**src/rtl/sort_core.sv**
```systemverilog
// sort_core: sorts NBLK two-key blocks held in an external DRAM.
//
// Three stages run in sequence after reset:
//   init    - writes blocks 0..NBLK-1 with a generated key pattern
//   sort    - N = 2*NBLK passes of odd-even transposition sort, moving one
//             block per DRAM transaction
//   readout - reads every block in order and streams its two keys on
//             F01_deq0/F01_deq1 with F01_dot0/F01_dot1, flagging ERROR if
//             the stream ever decreases
//
// Ports:
//   CLK        rising-edge clock
//   RST        asynchronous active-low reset
//   initdone   sticky, init stage complete
//   sortdone   sticky, readout stage complete
//   ERROR      sticky, readout stream went down at least once
//   d_busy     DRAM controller is executing a request
//   d_din      write data block {key1, key0}
//   d_w        DRAM consumes the write block this cycle
//   d_dout     read data block {key1, key0}
//   d_douten   d_dout valid strobe
//   d_req      2'b01 read, 2'b10 write, one-cycle pulse
//   d_initadr  byte address of the requested block
//   d_blocks   block count of the request (always 1)

module sort_core #(
  parameter int          DRAMW    = 64,
  parameter int          NBLK     = 8,
  parameter string       INITTYPE = "reverse",
  parameter logic [31:0] BASEADR  = 32'd0
) (
  input  logic             CLK,
  input  logic             RST,
  output logic             initdone,
  output logic             sortdone,
  input  logic             d_busy,
  output logic [DRAMW-1:0] d_din,
  input  logic             d_w,
  input  logic [DRAMW-1:0] d_dout,
  input  logic             d_douten,
  output logic [1:0]       d_req,
  output logic [31:0]      d_initadr,
  output logic [31:0]      d_blocks,
  output logic             ERROR
);

  localparam int N  = 2 * NBLK;
  localparam int BW = $clog2(NBLK);
  localparam int PW = $clog2(N);

  localparam logic [BW-1:0] LAST_BLK   = BW'(NBLK - 1);
  localparam logic [PW-1:0] LAST_PHASE = PW'(N - 1);
  localparam logic [31:0]   XS_SEED    = 32'd2463534242;

  localparam logic [1:0] MODE = (INITTYPE == "sorted")   ? 2'd1 :
                                (INITTYPE == "xorshift") ? 2'd2 : 2'd0;

  localparam logic [1:0] REQ_RD = 2'b01;
  localparam logic [1:0] REQ_WR = 2'b10;

  typedef enum logic [3:0] {
    INIT_REQ,
    INIT_WAIT,
    PASS_RD_REQ,
    PASS_RD_WAIT,
    PASS_WR_REQ,
    PASS_WR_WAIT,
    OUT_RD_REQ,
    OUT_RD_WAIT,
    DONE
  } state_t;

  state_t          state;
  logic [BW-1:0]   blk;
  logic [BW-1:0]   wr_blk;
  logic [PW-1:0]   phase_a;
  logic [PW-1:0]   phase_b;
  logic            pchange_a;
  logic            pchange_b;
  logic            last_phase;
  logic            seen;
  logic            loaded;
  logic [31:0]     xs_state;
  logic [31:0]     hold_k0;
  logic [31:0]     hold_k1;
  logic [31:0]     prev_key;
  logic            have_prev;
  logic            F01_deq0;
  logic            F01_deq1;
  logic [31:0]     F01_dot0;
  logic [31:0]     F01_dot1;

  logic [31:0]     rd_k0;
  logic [31:0]     rd_k1;
  logic [31:0]     blk_ext;
  logic [31:0]     xs_a;
  logic [31:0]     xs_b;
  logic [31:0]     init_k0;
  logic [31:0]     init_k1;
  logic            wr_done;

  assign phase_b   = phase_a;
  assign pchange_b = pchange_a;

  assign rd_k0 = d_dout[31:0];
  assign rd_k1 = d_dout[63:32];

  // A write is finished once the controller has shown activity (busy or the
  // write strobe) and busy has dropped again.
  assign wr_done = seen & ~d_busy;

  function automatic logic [31:0] xorshift32(input logic [31:0] x);
    logic [31:0] t;
    t = x ^ (x << 13);
    t = t ^ (t >> 17);
    t = t ^ (t << 5);
    return t;
  endfunction

  function automatic logic [DRAMW-1:0] pack(input logic [31:0] k0, input logic [31:0] k1);
    logic [DRAMW-1:0] b;
    b = '0;
    b[63:0] = {k1, k0};
    return b;
  endfunction

  function automatic logic [31:0] adr_of(input logic [BW-1:0] b);
    return BASEADR + (32'(b) << 3);
  endfunction

  // Key pair for the init block currently addressed by blk. Key index i lives
  // in block i/2, so block blk holds indices 2*blk and 2*blk+1.
  always_comb begin
    blk_ext = 32'(blk);
    xs_a    = xorshift32(xs_state);
    xs_b    = xorshift32(xs_a);
    case (MODE)
      2'd1: begin
        init_k0 = (blk_ext << 1) + 32'd1;
        init_k1 = (blk_ext << 1) + 32'd2;
      end
      2'd2: begin
        init_k0 = xs_a;
        init_k1 = xs_b;
      end
      default: begin
        init_k0 = 32'(N) - (blk_ext << 1);
        init_k1 = 32'(N) - (blk_ext << 1) - 32'd1;
      end
    endcase
  end

  // Main sequencer. Every DRAM request is a one-cycle pulse issued only while
  // the controller is idle; the matching WAIT state holds until that single
  // transaction has completed. During odd passes hold_k0/hold_k1 carry the
  // block that has been read but not yet written back, so each boundary
  // compare sees the upper neighbour before the lower block is committed.
  always_ff @(posedge CLK or negedge RST) begin
    if (!RST) begin
      state      <= INIT_REQ;
      blk        <= '0;
      wr_blk     <= '0;
      phase_a    <= '0;
      pchange_a  <= 1'b0;
      last_phase <= 1'b0;
      seen       <= 1'b0;
      loaded     <= 1'b0;
      xs_state   <= XS_SEED;
      hold_k0    <= '0;
      hold_k1    <= '0;
      prev_key   <= '0;
      have_prev  <= 1'b0;
      F01_deq0   <= 1'b0;
      F01_deq1   <= 1'b0;
      F01_dot0   <= '0;
      F01_dot1   <= '0;
      d_req      <= 2'b00;
      d_din      <= '0;
      d_initadr  <= '0;
      d_blocks   <= '0;
      initdone   <= 1'b0;
      sortdone   <= 1'b0;
      ERROR      <= 1'b0;
    end else begin
      d_req     <= 2'b00;
      pchange_a <= 1'b0;
      F01_deq0  <= 1'b0;
      F01_deq1  <= 1'b0;

      // Sortedness check on the keys streamed last cycle: key0 against the
      // previous stream key, then key1 against key0.
      if (last_phase && F01_deq0 && F01_deq1) begin
        if ((have_prev && (F01_dot0 < prev_key)) || (F01_dot1 < F01_dot0))
          ERROR <= 1'b1;
        prev_key  <= F01_dot1;
        have_prev <= 1'b1;
      end

      case (state)
        // Data is loaded one cycle before the request so it is stable ahead
        // of the strobe.
        INIT_REQ: begin
          if (!loaded) begin
            d_din     <= pack(init_k0, init_k1);
            d_initadr <= adr_of(blk);
            xs_state  <= xs_b;
            loaded    <= 1'b1;
          end else if (!d_busy) begin
            d_req    <= REQ_WR;
            d_blocks <= 32'd1;
            seen     <= 1'b0;
            loaded   <= 1'b0;
            state    <= INIT_WAIT;
          end
        end

        INIT_WAIT: begin
          if (wr_done) begin
            if (blk == LAST_BLK) begin
              initdone  <= 1'b1;
              phase_a   <= '0;
              pchange_a <= 1'b1;
              state     <= PASS_RD_REQ;
            end else begin
              blk   <= blk + BW'(1);
              state <= INIT_REQ;
            end
          end else begin
            seen <= seen | d_busy | d_w;
          end
        end

        // The pass-start pulse cycle rewinds the block pointer; the first
        // read of the pass goes out on the following cycle.
        PASS_RD_REQ: begin
          if (pchange_b) begin
            blk <= '0;
          end else if (!d_busy) begin
            d_req     <= REQ_RD;
            d_initadr <= adr_of(blk);
            d_blocks  <= 32'd1;
            state     <= PASS_RD_WAIT;
          end
        end

        PASS_RD_WAIT: begin
          if (d_douten) begin
            if (!phase_a[0]) begin
              d_din  <= (rd_k0 > rd_k1) ? pack(rd_k1, rd_k0) : pack(rd_k0, rd_k1);
              wr_blk <= blk;
              state  <= PASS_WR_REQ;
            end else if (blk == '0) begin
              hold_k0 <= rd_k0;
              hold_k1 <= rd_k1;
              blk     <= BW'(1);
              state   <= PASS_RD_REQ;
            end else begin
              if (hold_k1 > rd_k0) begin
                d_din   <= pack(hold_k0, rd_k0);
                hold_k0 <= hold_k1;
              end else begin
                d_din   <= pack(hold_k0, hold_k1);
                hold_k0 <= rd_k0;
              end
              hold_k1 <= rd_k1;
              wr_blk  <= blk - BW'(1);
              state   <= PASS_WR_REQ;
            end
          end
        end

        PASS_WR_REQ: begin
          if (!d_busy) begin
            d_req     <= REQ_WR;
            d_initadr <= adr_of(wr_blk);
            d_blocks  <= 32'd1;
            seen      <= 1'b0;
            state     <= PASS_WR_WAIT;
          end
        end

        // After the final odd-pass read, the held top block still needs its
        // own write-back before the pass can end.
        PASS_WR_WAIT: begin
          if (wr_done) begin
            if (wr_blk == LAST_BLK) begin
              if (phase_b == LAST_PHASE) begin
                last_phase <= 1'b1;
                blk        <= '0;
                state      <= OUT_RD_REQ;
              end else begin
                phase_a   <= phase_a + PW'(1);
                pchange_a <= 1'b1;
                state     <= PASS_RD_REQ;
              end
            end else if (phase_a[0] && (blk == LAST_BLK)) begin
              d_din  <= pack(hold_k0, hold_k1);
              wr_blk <= LAST_BLK;
              state  <= PASS_WR_REQ;
            end else begin
              blk   <= blk + BW'(1);
              state <= PASS_RD_REQ;
            end
          end else begin
            seen <= seen | d_busy | d_w;
          end
        end

        OUT_RD_REQ: begin
          if (!d_busy) begin
            d_req     <= REQ_RD;
            d_initadr <= adr_of(blk);
            d_blocks  <= 32'd1;
            state     <= OUT_RD_WAIT;
          end
        end

        OUT_RD_WAIT: begin
          if (d_douten) begin
            F01_deq0 <= 1'b1;
            F01_deq1 <= 1'b1;
            F01_dot0 <= rd_k0;
            F01_dot1 <= rd_k1;
            if (blk == LAST_BLK) begin
              sortdone <= 1'b1;
              state    <= DONE;
            end else begin
              blk   <= blk + BW'(1);
              state <= OUT_RD_REQ;
            end
          end
        end

        default: begin
          state <= DONE;
        end
      endcase
    end
  end

endmodule

```
**config.mk**
```make
export PLATFORM = sky130hd
export DESIGN_NAME = sort_core
export DESIGN_NICKNAME = d
export VERILOG_FILES = /design/src/rtl/sort_core.sv
export SDC_FILE = /design/constraint.sdc
export NUM_CORES = 1
export LEC_CHECK = 0
export BUFFER_PORTS_ARGS = -buffer_cell sky130_fd_sc_hd__buf_2
export CAP_MARGIN = 20
export CELL_PAD_IN_SITES_DETAIL_PLACEMENT = 2
export CELL_PAD_IN_SITES_GLOBAL_PLACEMENT = 2
export CORE_ASPECT_RATIO = 0.8
export CORE_MARGIN = 4
export CORE_UTILIZATION = 35
export DETAILED_ROUTE_END_ITERATION = 10
export PLACE_DENSITY_LB_ADDON = 0.1
export SLEW_MARGIN = 0
export SYNTH_ARGS = -nofsm -noshare
export SYNTH_HDL_FRONTEND = slang
export SYNTH_SLANG_ARGS = --single-unit
```
**constraint.sdc**
```tcl
create_clock -name CLK -period 3.5 [get_ports CLK]
set_clock_uncertainty 0.05 [all_clocks]
set_input_delay 0.35 -clock CLK [delete_from_list [all_inputs] [get_ports CLK]]
set_output_delay 0.35 -clock CLK [all_outputs]
set_load 0.1 [all_outputs]
```
==> Yosys cells after proc, flatten, opt, wreduce, memory -nomap -nowiden <==
Index checks and enable logic that the tools add are counted.
{ "op_classes": {"n_bitwise": 4, "reduce_logical": 30, "muxes": 83, "add_sub_neg": 5, "n_eq_ne": 33, "order_cmp": 4} }
{ "op_table": {"columns": ["cell", "count"], "rows": [
  ["$mux 64", 9],
  ["$mux 32", 9],
  ["$pmux 64 s3", 1],
  ["$pmux 32 s4", 1],
  ["$pmux 32 s3", 1],
  ["$mux 4", 17],
  ["$gt 32x32->1", 2],
  ["$lt 32x32->1", 2],
  ["$mux 3", 21],
  ["$ne 2x2->1 const B", 20],
  ["$pmux 4 s8", 1],
  ["$reduce_and 10->1", 2],
  ["$eq 4x3->1 const B", 4],
  ["$pmux 3 s5", 1],
  ["$reduce_and 3->1", 5],
  ["$mux 1", 14],
  ["$reduce_and 6->1", 2],
  ["$ne 3x3->1 const B", 3],
  ["$reduce_bool 3->1", 3],
  ["$eq 4x2->1 const B", 2],
  ["$pmux 2 s4", 1],
  ["$pmux 4 s2", 1],
  ["$reduce_and 4->1", 2],
  ["$reduce_and 7->1", 1],
  ["24 further kinds", 34]
]} }
{ "totals": {"ff_bits": 313, "inputBits": 69, "out_inout_bits": 133, "wordCells": 181} }

==> Longest topological paths before layout <==
Gate-level depths: netlist of run 1.
{ "logic_depth": {"word_depth": 6, "ltp_mapped": 13, "mapped_depth_nobuf": 10} }

==> Worst setup path after synthesis of run 1 <==
Ideal clock, no wire load.
{ "synth_path": {"kind": "register -> register", "from": "register blk[0]", "to": "register d_din[59]", "slack_ps": 735, "path_stages_with_launch": 12, "setup_ps": 94, "path_buffers": 3, "period_less_slack_ps": 2765, "t_required_ps": 3356, "t_arrival_ps": 2622, "path_cell_list": "dfrtp_1 buf_2 inv_1 ha_1 ha_1 or4_1 o21ai_1 or2_1 buf_1 buf_4 a221oi_2 a211oi_1"} }
{ "synth_between": {"elab_chain_cells": 4, "word_cells_on_any_way": 10, "cone_classes": "2 x add/sub; 3 x eq/ne; 2 x mux; 3 x reduce/logical"} }
{ "synth_rtl": {"columns": ["element", "line", "source"], "rows": [
  ["from (decl)", "74", "logic [BW-1:0] blk;"],
  ["from (signal assigned)", "225", "blk <= blk + BW'(1);"],
  ["from (signal assigned)", "301", "blk <= blk + BW'(1);"],
  ["from (signal assigned)", "328", "blk <= blk + BW'(1);"],
  ["$sub 5x4->6 or $eq 3x3->1 (tied branches)", "148, 296", null],
  ["$sub 6x2->7 or $logic_and 1x1->1 (tied branches)", "148, 296", null],
  ["$mux 64 or $ne 2x2->1 (tied branches)", null, null],
  ["$pmux 64 s3 or $reduce_and 7->1 (tied branches)", null, null],
  ["to (signal assigned)", "204", "d_din <= pack(init_k0, init_k1);"],
  ["to (signal assigned)", "249", "d_din <= (rd_k0 > rd_k1) ? pack(rd_k1, rd_k0) : pack(rd_k0, rd_k1);"],
  ["to (signal assigned)", "259", "d_din <= pack(hold_k0, rd_k0);"],
  ["to (decl)", "37", "output logic [DRAMW-1:0] d_din,"]
]} }
Parallel ways exist; a longest one is shown, timed or not. The select of a mux whose other input is x is not followed.
A chain may end at the register's enable or synchronous reset.

==> Worst setup path after layout of run 1 <==
{ "layout_path": {"from": "register hold_k1[14]", "to": "register d_din[47]"} }
{ "layout_between": {"elab_chain_cells": 6} }
{ "layout_rtl": {"columns": ["element", "line", "source"], "rows": [
  ["from (decl)", "85", "logic [31:0] hold_k1;"],
  ["from (signal assigned)", "254", "hold_k1 <= rd_k1;"],
  ["from (signal assigned)", "265", "hold_k1 <= rd_k1;"],
  ["$gt 32x32->1", "258", "if (hold_k1 > rd_k0) begin"],
  ["$mux 64", "258", null],
  ["$mux 64", "252", "end else if (blk == '0) begin"],
  ["$mux 64", "248", "if (!phase_a[0]) begin"],
  ["$mux 64", "247", "if (d_douten) begin"],
  ["$pmux 64 s3", "199", "case (state)"]
]} }
No other way between the ends. The select of a mux whose other input is x is not followed.

==> results of run 1 <==
## per-layer routing
layer	share of wire	up-vias	global-route usage
met5	0	-	0
met4	0.015	0	0.0376
met3	0.034	52	0.0301
met2	0.46	208	0.389
met1	0.49	6819	0.336
li1	-	6100	-
## how the worst max path moves through the flow
stage	startpoint	cells after the start	slack [ns]	end
after floorplan	blk[0]	11	0.73	d_din[59]
after global placement	d_dout[47]	13	-0.06	d_din[32]
after detailed placement	d_dout[57]	13	-0.13	d_din[47]
after CTS	hold_k1[14]	10	0.28	d_din[47]
after global routing	hold_k1[14]	10	0.12	d_din[47]
final	hold_k1[14]	10	0.28	d_din[47]
## kinds of logic (layout without fill, tap and decap cells)
family	after synthesis	after routing	share of synthesized area
compound gates	509	509	0.211
simple gates	429	429	0.122
buf+inv	296	399	0.0963
flops	253	253	0.414
fa+ha+maj	131	131	0.107
mux	68	68	0.0472
xor+xnor	5	5	0.00286
other cells	1	61	0.000245
## layout make-up
cell class                 count  area [sq um]  area share
sequential                   253          6330       0.358
tap                          560           701      0.0396
multi-input combinational   1202          7740       0.437
inverter                     145           544      0.0307
clock buffer                  49           953      0.0538
clock inverter                 4          95.1     0.00537
timing repair buffer         201          1340      0.0756
antenna                        1          2.50    0.000141
## stage by stage
step                setup TNS (ns)  cell area [sq um]  power (mW)  setup slack (ns)
floorplan                        0              15500        11.1             0.735
CTS                              0              17700        17.3             0.280
finish                           0              17700        17.2             0.276
global route                     0              17700        18.3             0.116
global placement            -0.126              16600        13.5           -0.0577
detailed placement          -0.538              16600        13.8            -0.130
## worst register-to-register path, delay by kind of cell, from the launching register on
kind | cells | cell delay, ns
AND/OR/NAND/NOR | 3 | 0.89
adder cells (fa/ha/maj) | 1 | 0.36
buffers and inverters | 1 | 0.23
flip-flops | 1 | 0.45
AO/OA/AOI/OAI | 5 | 1.12
## flip-flops by register name, summed over array words and instances (netlist names), 4 cells and up
register	flops
d_din	64
F01_dot0	32
F01_dot1	32
hold_k0	32
hold_k1	32
prev_key	32
phase_a	4
state	4
## Yosys cell counts, types with 3 or more instances
master	count	share of area
o211ai_1	3	0.0015
dfrtp_1	253	0.41
o21a_1	6	0.0029
a211oi_1	28	0.014
inv_1	145	0.036
a22oi_1	29	0.014
o22a_1	3	0.0017
and3_1	7	0.0029
nor2b_1	10	0.0041
buf_4	62	0.030
a2111oi_0	6	0.0034
nor4_1	9	0.0037
o31ai_1	8	0.0039
xor2_1	3	0.0017
buf_6	7	0.0052
nand4_1	27	0.011
o221ai_1	3	0.0017
a21oi_1	113	0.037
nand3_1	19	0.0062
nand2b_1	5	0.0020
buf_12	3	0.0039
mux2_2	33	0.024
o41ai_1	3	0.0017
ha_1	131	0.11
buf_1	3	0.00074
a31oi_1	6	0.0025
clkbuf_1	54	0.013
o21ai_0	202	0.066
buf_2	22	0.0072
o22ai_1	4	0.0016
a221oi_1	13	0.0074
o21ai_1	16	0.0052
o21bai_1	3	0.0015
mux2i_1	35	0.023
a221oi_2	20	0.020
a21o_1	21	0.010
nand2_1	234	0.057
nor2_1	93	0.023
nor3_1	10	0.0033
## where the power goes
group	total [mW]	leakage (nW)	switching (mW)	internal [mW]
Combinational	8.84	4.92	6.40	2.44
Sequential	4.96	3.33	1.03	3.94
Clock	3.39	0.516	1.34	2.06
Total	17.2	8.76	8.76	8.43
## placed cells by master (no fill, tap or decap), types with 10 or more instances in the layout
cell / Yosys / final
ha_1: 131 / 131
clkbuf_16: 0 / 31
buf_12: 3 / 13
buf_2: 22 / 140
clkbuf_8: 0 / 11
a22oi_1: 29 / 29
o21ai_0: 202 / 202
a211oi_1: 28 / 28
dfrtp_1: 253 / 253
mux2i_1: 35 / 35
a221oi_2: 20 / 20
inv_1: 145 / 145
a21o_1: 21 / 21
a21oi_1: 113 / 113
o21ai_1: 16 / 16
conb_1: 1 / 60
mux2_2: 33 / 33
nor3_1: 10 / 10
nand2_1: 234 / 233
nand3_1: 19 / 19
nand4_1: 27 / 27
a221oi_1: 13 / 13
nor2_1: 93 / 93
nor2b_1: 10 / 10
buf_4: 62 / 43
==> impl_metrics.ini, run 1 <==
[floorplan]
pin_count = 202
die_h_microns = 195
die_w_microns = 242
die-area_sq_um = 47100
coreArea_sq_um = 43100
initial_core_util = 0.355
row_count = 68

[route]
first_pass_iters = 4
drtAntennaViolNets = 0
vias = 13200
routed_wl_microns = 56300
drcViolationCount = 0
drtIter0Drc = 599
wire_per_inst_microns = 23.3
post_drt_via_cell_ratio = 5.46

[clock_network]
cts_sinks = 253
clock_path_buffers = 3
cts_resized = 0
cts_made_buffers = 30
root_buffer = clkbuf_16
cts_tree = yes
cts_hold_buffers = 4
clk_pin_slew_ns = 0.06
cts_setup_buffers = 0
htree_levels = 1
clkLatencyLatePin_ns = 0.58

[grt]
grt-ovfl-total = 0
antenna_found_initial = 1
grt_pass1_wl_microns = 88100
grt_start_max_net_pins = 100
grt_use_total = 0.234
grt_pass1_vias = 14600

[run]
max_cap_violations = 0

[critical_path]
rr_worst_depth = 10
crit_type = reg -> reg
endpoint_kind = flip-flop
path_delay_family = compound AO/OA/AOI/OAI gates
r2r-start = hold_k1[14]
start_kind = flip-flop
slowest_delay_ns = 0.46
cp_cell_sequence = ha_1 -> nand4_1 -> or3_4 -> o22ai_1 -> o41ai_1 -> o211ai_2 -> and2_4 -> buf_12 -> a221oi_2 -> a211oi_1
cp_data_required_time_ns = 3.90
critPathArrivalTime_ns = 3.63
worst_path_max_delay_cell = or3_4
cp_max_fo = 18
crit_buf_inv = 1
rr_endpoint = d_din[47]
rrSetupSlack_ns = 0.28

[synth]
ys.warnings.count = 0
ys_dominant_reg_cell = dfrtp_1
avgSynthCellArea_sq_um = 9.04
synth_edf_count = 0
async_reset_ff_frac = 1.00
syn_inst = 1692
syn-cell-area_sq_um = 15300
synth_seq_area_share = 0.414
synth-seq-cells = 253
synth_cell_types = 72

[sta]
max_freq_ghz = 0.310
worstMarginPinSlew_ns = 0.856
rsz0062_at_grt = false
period_share = 0.921
slew_viol_final = 0
timing.hold.ws_ns = 0.0262
setup_viol = 0
min_period_ns = 3.22
finalHoldViolations = 0
max_slew_margin = 0.414

[finish]
nets = 2033
drive_above_1_share = 0.169
fin_util = 0.411
fill_cells = 4761
syn2layout_area_growth_pct = 15.8
stdcell_count = 2415

[power_and_ir_drop]
p_per_area_nw_per_um2 = 971
p_leak_nw = 8.76
vdd_ir_drop_max_v = 0.000558

[placed_design]
dp_hpwl_microns = 40600
dpl.cell_count = 2357
place_congestion = 0.795
portBuffers = 141

[worst_hold_path]
hp-class = in -> reg
holdPathStages = 3
min_from = d_dout[60]
min_to = d_din[28]

[run_status]
status = finished, final reports clean
No activity file was read; power rests on OpenSTA's default activity.
==> run 2: changes to the inputs <==
Settings changed: CTS_BUF_LIST from default to sky130_fd_sc_hd__clkbuf_4, PLACE_DENSITY from default to 0.83, PLACE_DENSITY_LB_ADDON 0.1 to default.
==> impl_metrics.ini, run 2 (synthesized netlist as in run 1, its figures left out) <==
[run_status]
status = finished, final reports clean

[run]
max_cap_violations = 0

[floorplan]
die_w_microns = 242
coreArea_sq_um = 43100
die_h_microns = 195
row_count = 68
initial_core_util = 0.355
die-area_sq_um = 47100
pin_count = 202

[finish]
nets = 2144
final_common_cell = dfrtp_1
largest-register = d_din
syn2layout_area_growth_pct = 19.3
most-common-layout-cells = dfrtp_1 (253), nand2_1 (233), o21ai_0 (202)
finalInstanceArea_sq_um = 18200
drive_above_1_share = 0.191
largest_reg_flops = 64
fin_util = 0.423

[placed_design]
place_congestion = 0.818
place_area_sq_um = 16600
dp_hpwl_microns = 42000
portBuffers = 141

[critical_path]
setup.worst_path.start = hold_k1[1]
cp_cell_sequence = ha_1 -> nor2b_1 -> o211ai_1 -> a211oi_2 -> o41ai_1 -> o211ai_2 -> buf_4 -> o21ba_2 -> o21a_1 -> a32o_1
critPathArrivalTime_ns = 3.96
rr_endpoint = d_din[32]
slowest_delay_ns = 0.56
r2r-start = hold_k1[1]
start_kind = flip-flop
rrSetupSlack_ns = 0.18
cp_max_fo = 8
path_delay_family = compound AO/OA/AOI/OAI gates
cp_data_required_time_ns = 4.14
rr_worst_depth = 10
crit_type = reg -> reg
endpoint_kind = flip-flop
worst_path_max_delay_cell = o41ai_1
crit_buf_inv = 1

[route]
routed_wl_microns = 60600
post_drt_via_cell_ratio = 5.57
first_pass_iters = 5
drtAntennaViolNets = 0
drtIter0Drc = 817
vias = 14200
drcViolationCount = 0
wire_per_inst_microns = 23.7

[power_and_ir_drop]
p_per_area_nw_per_um2 = 929
vdd_ir_drop_max_v = 0.000605
design_power_total_mw = 17.0
p_leak_nw = 9.05

[clock_network]
htree_levels = 3
cts_setup_buffers = 0
cts_sinks = 253
cts_tree = yes
clk_pin_slew_ns = 0.07
clkLatencyLatePin_ns = 0.84
clock_path_buffers = 3
root_buffer = clkbuf_4
cts_made_buffers = 73

[grt]
antenna_found_initial = 2
grt_pass1_wl_microns = 94700
grt_start_max_net_pins = 101
grt-ovfl-total = 0
grt_use_total = 0.253
grt_pass1_vias = 16100

[sta]
slew_viol_final = 0
min_period_ns = 3.32
period_share = 0.949
max_freq_ghz = 0.301
setup_viol = 0
timing.hold.ws_ns = 0.0550
worstMarginPinSlew_ns = 0.997
max_slew_margin = 0.335
setup_tns_ns = 0
finalHoldViolations = 0
rsz0062_at_grt = false

[worst_hold_path]
hp-class = in -> async
## run 2: cell types whose count changed in the layout (fill, tap and decap cells not counted), sizes merged
cell         before  now
clkbuf           49  105
inv             145  149
dlygate4sd3       4   75
bufinv            3    1
clkinvlp          0    1
clkinv            1   14
buf             197  194
diode             1    5
## run 2: power by group
group	switching [mW]	internal [mW]
Combinational	6.61	2.50
Clock	1.45	1.45
Sequential	1.02	3.93
## run 2: timing repair
action | in CTS | in global routing
hold buffers | 75 | 0
gates resized for setup | 0 | 6
endpoints found under the setup margin | 0 | 6
hold endpoints to repair | 300 | 0
## run 2: how the worst max path moves through the flow
stage	endpoint	depth (start not counted)	slack (ns)
after floorplan	d_din[59]	11	0.73
after global placement	d_din[17]	13	0.04
after detailed placement	d_din[34]	12	-0.11
after CTS	d_din[15]	13	0.007
after global routing	d_din[13]	14	0.04
final	d_din[32]	10	0.18
## run 2: per-layer routing
metal	vias to the layer above	wire, microns	track usage
li1	6378	-	-
met1	7380	27100	0.332
met2	372	28900	0.423
met3	116	2940	0.0556
met4	0	1620	0.0767
met5	-	0	0
## run 2: through the flow
stage | std cells | setup slack (ns)
after floorplan | 1751 | 0.735
after global placement | 2354 | 0.0379
after detailed placement | 2354 | -0.108
after CTS | 2554 | 0.00714
after global routing | 2557 | 0.0363
final | 2559 | 0.179
## run 2: layout make-up
cell class	count	area [sq um]
antenna	5	12.5
clock inverter	20	105
fill	4746	24900
multi-input combinational	1202	7780
timing repair buffer	269	1990
clock buffer	105	788
sequential	253	6330
inverter	145	544
tap	560	701
## run 2: worst register-to-register path, delay by kind of cell, from the launching register on
family	cells	cell delay, ns
compound gates	7	1.97
flops	1	0.46
fa+ha+maj	1	0.34
buf+inv	1	0.24
simple gates	1	0.15
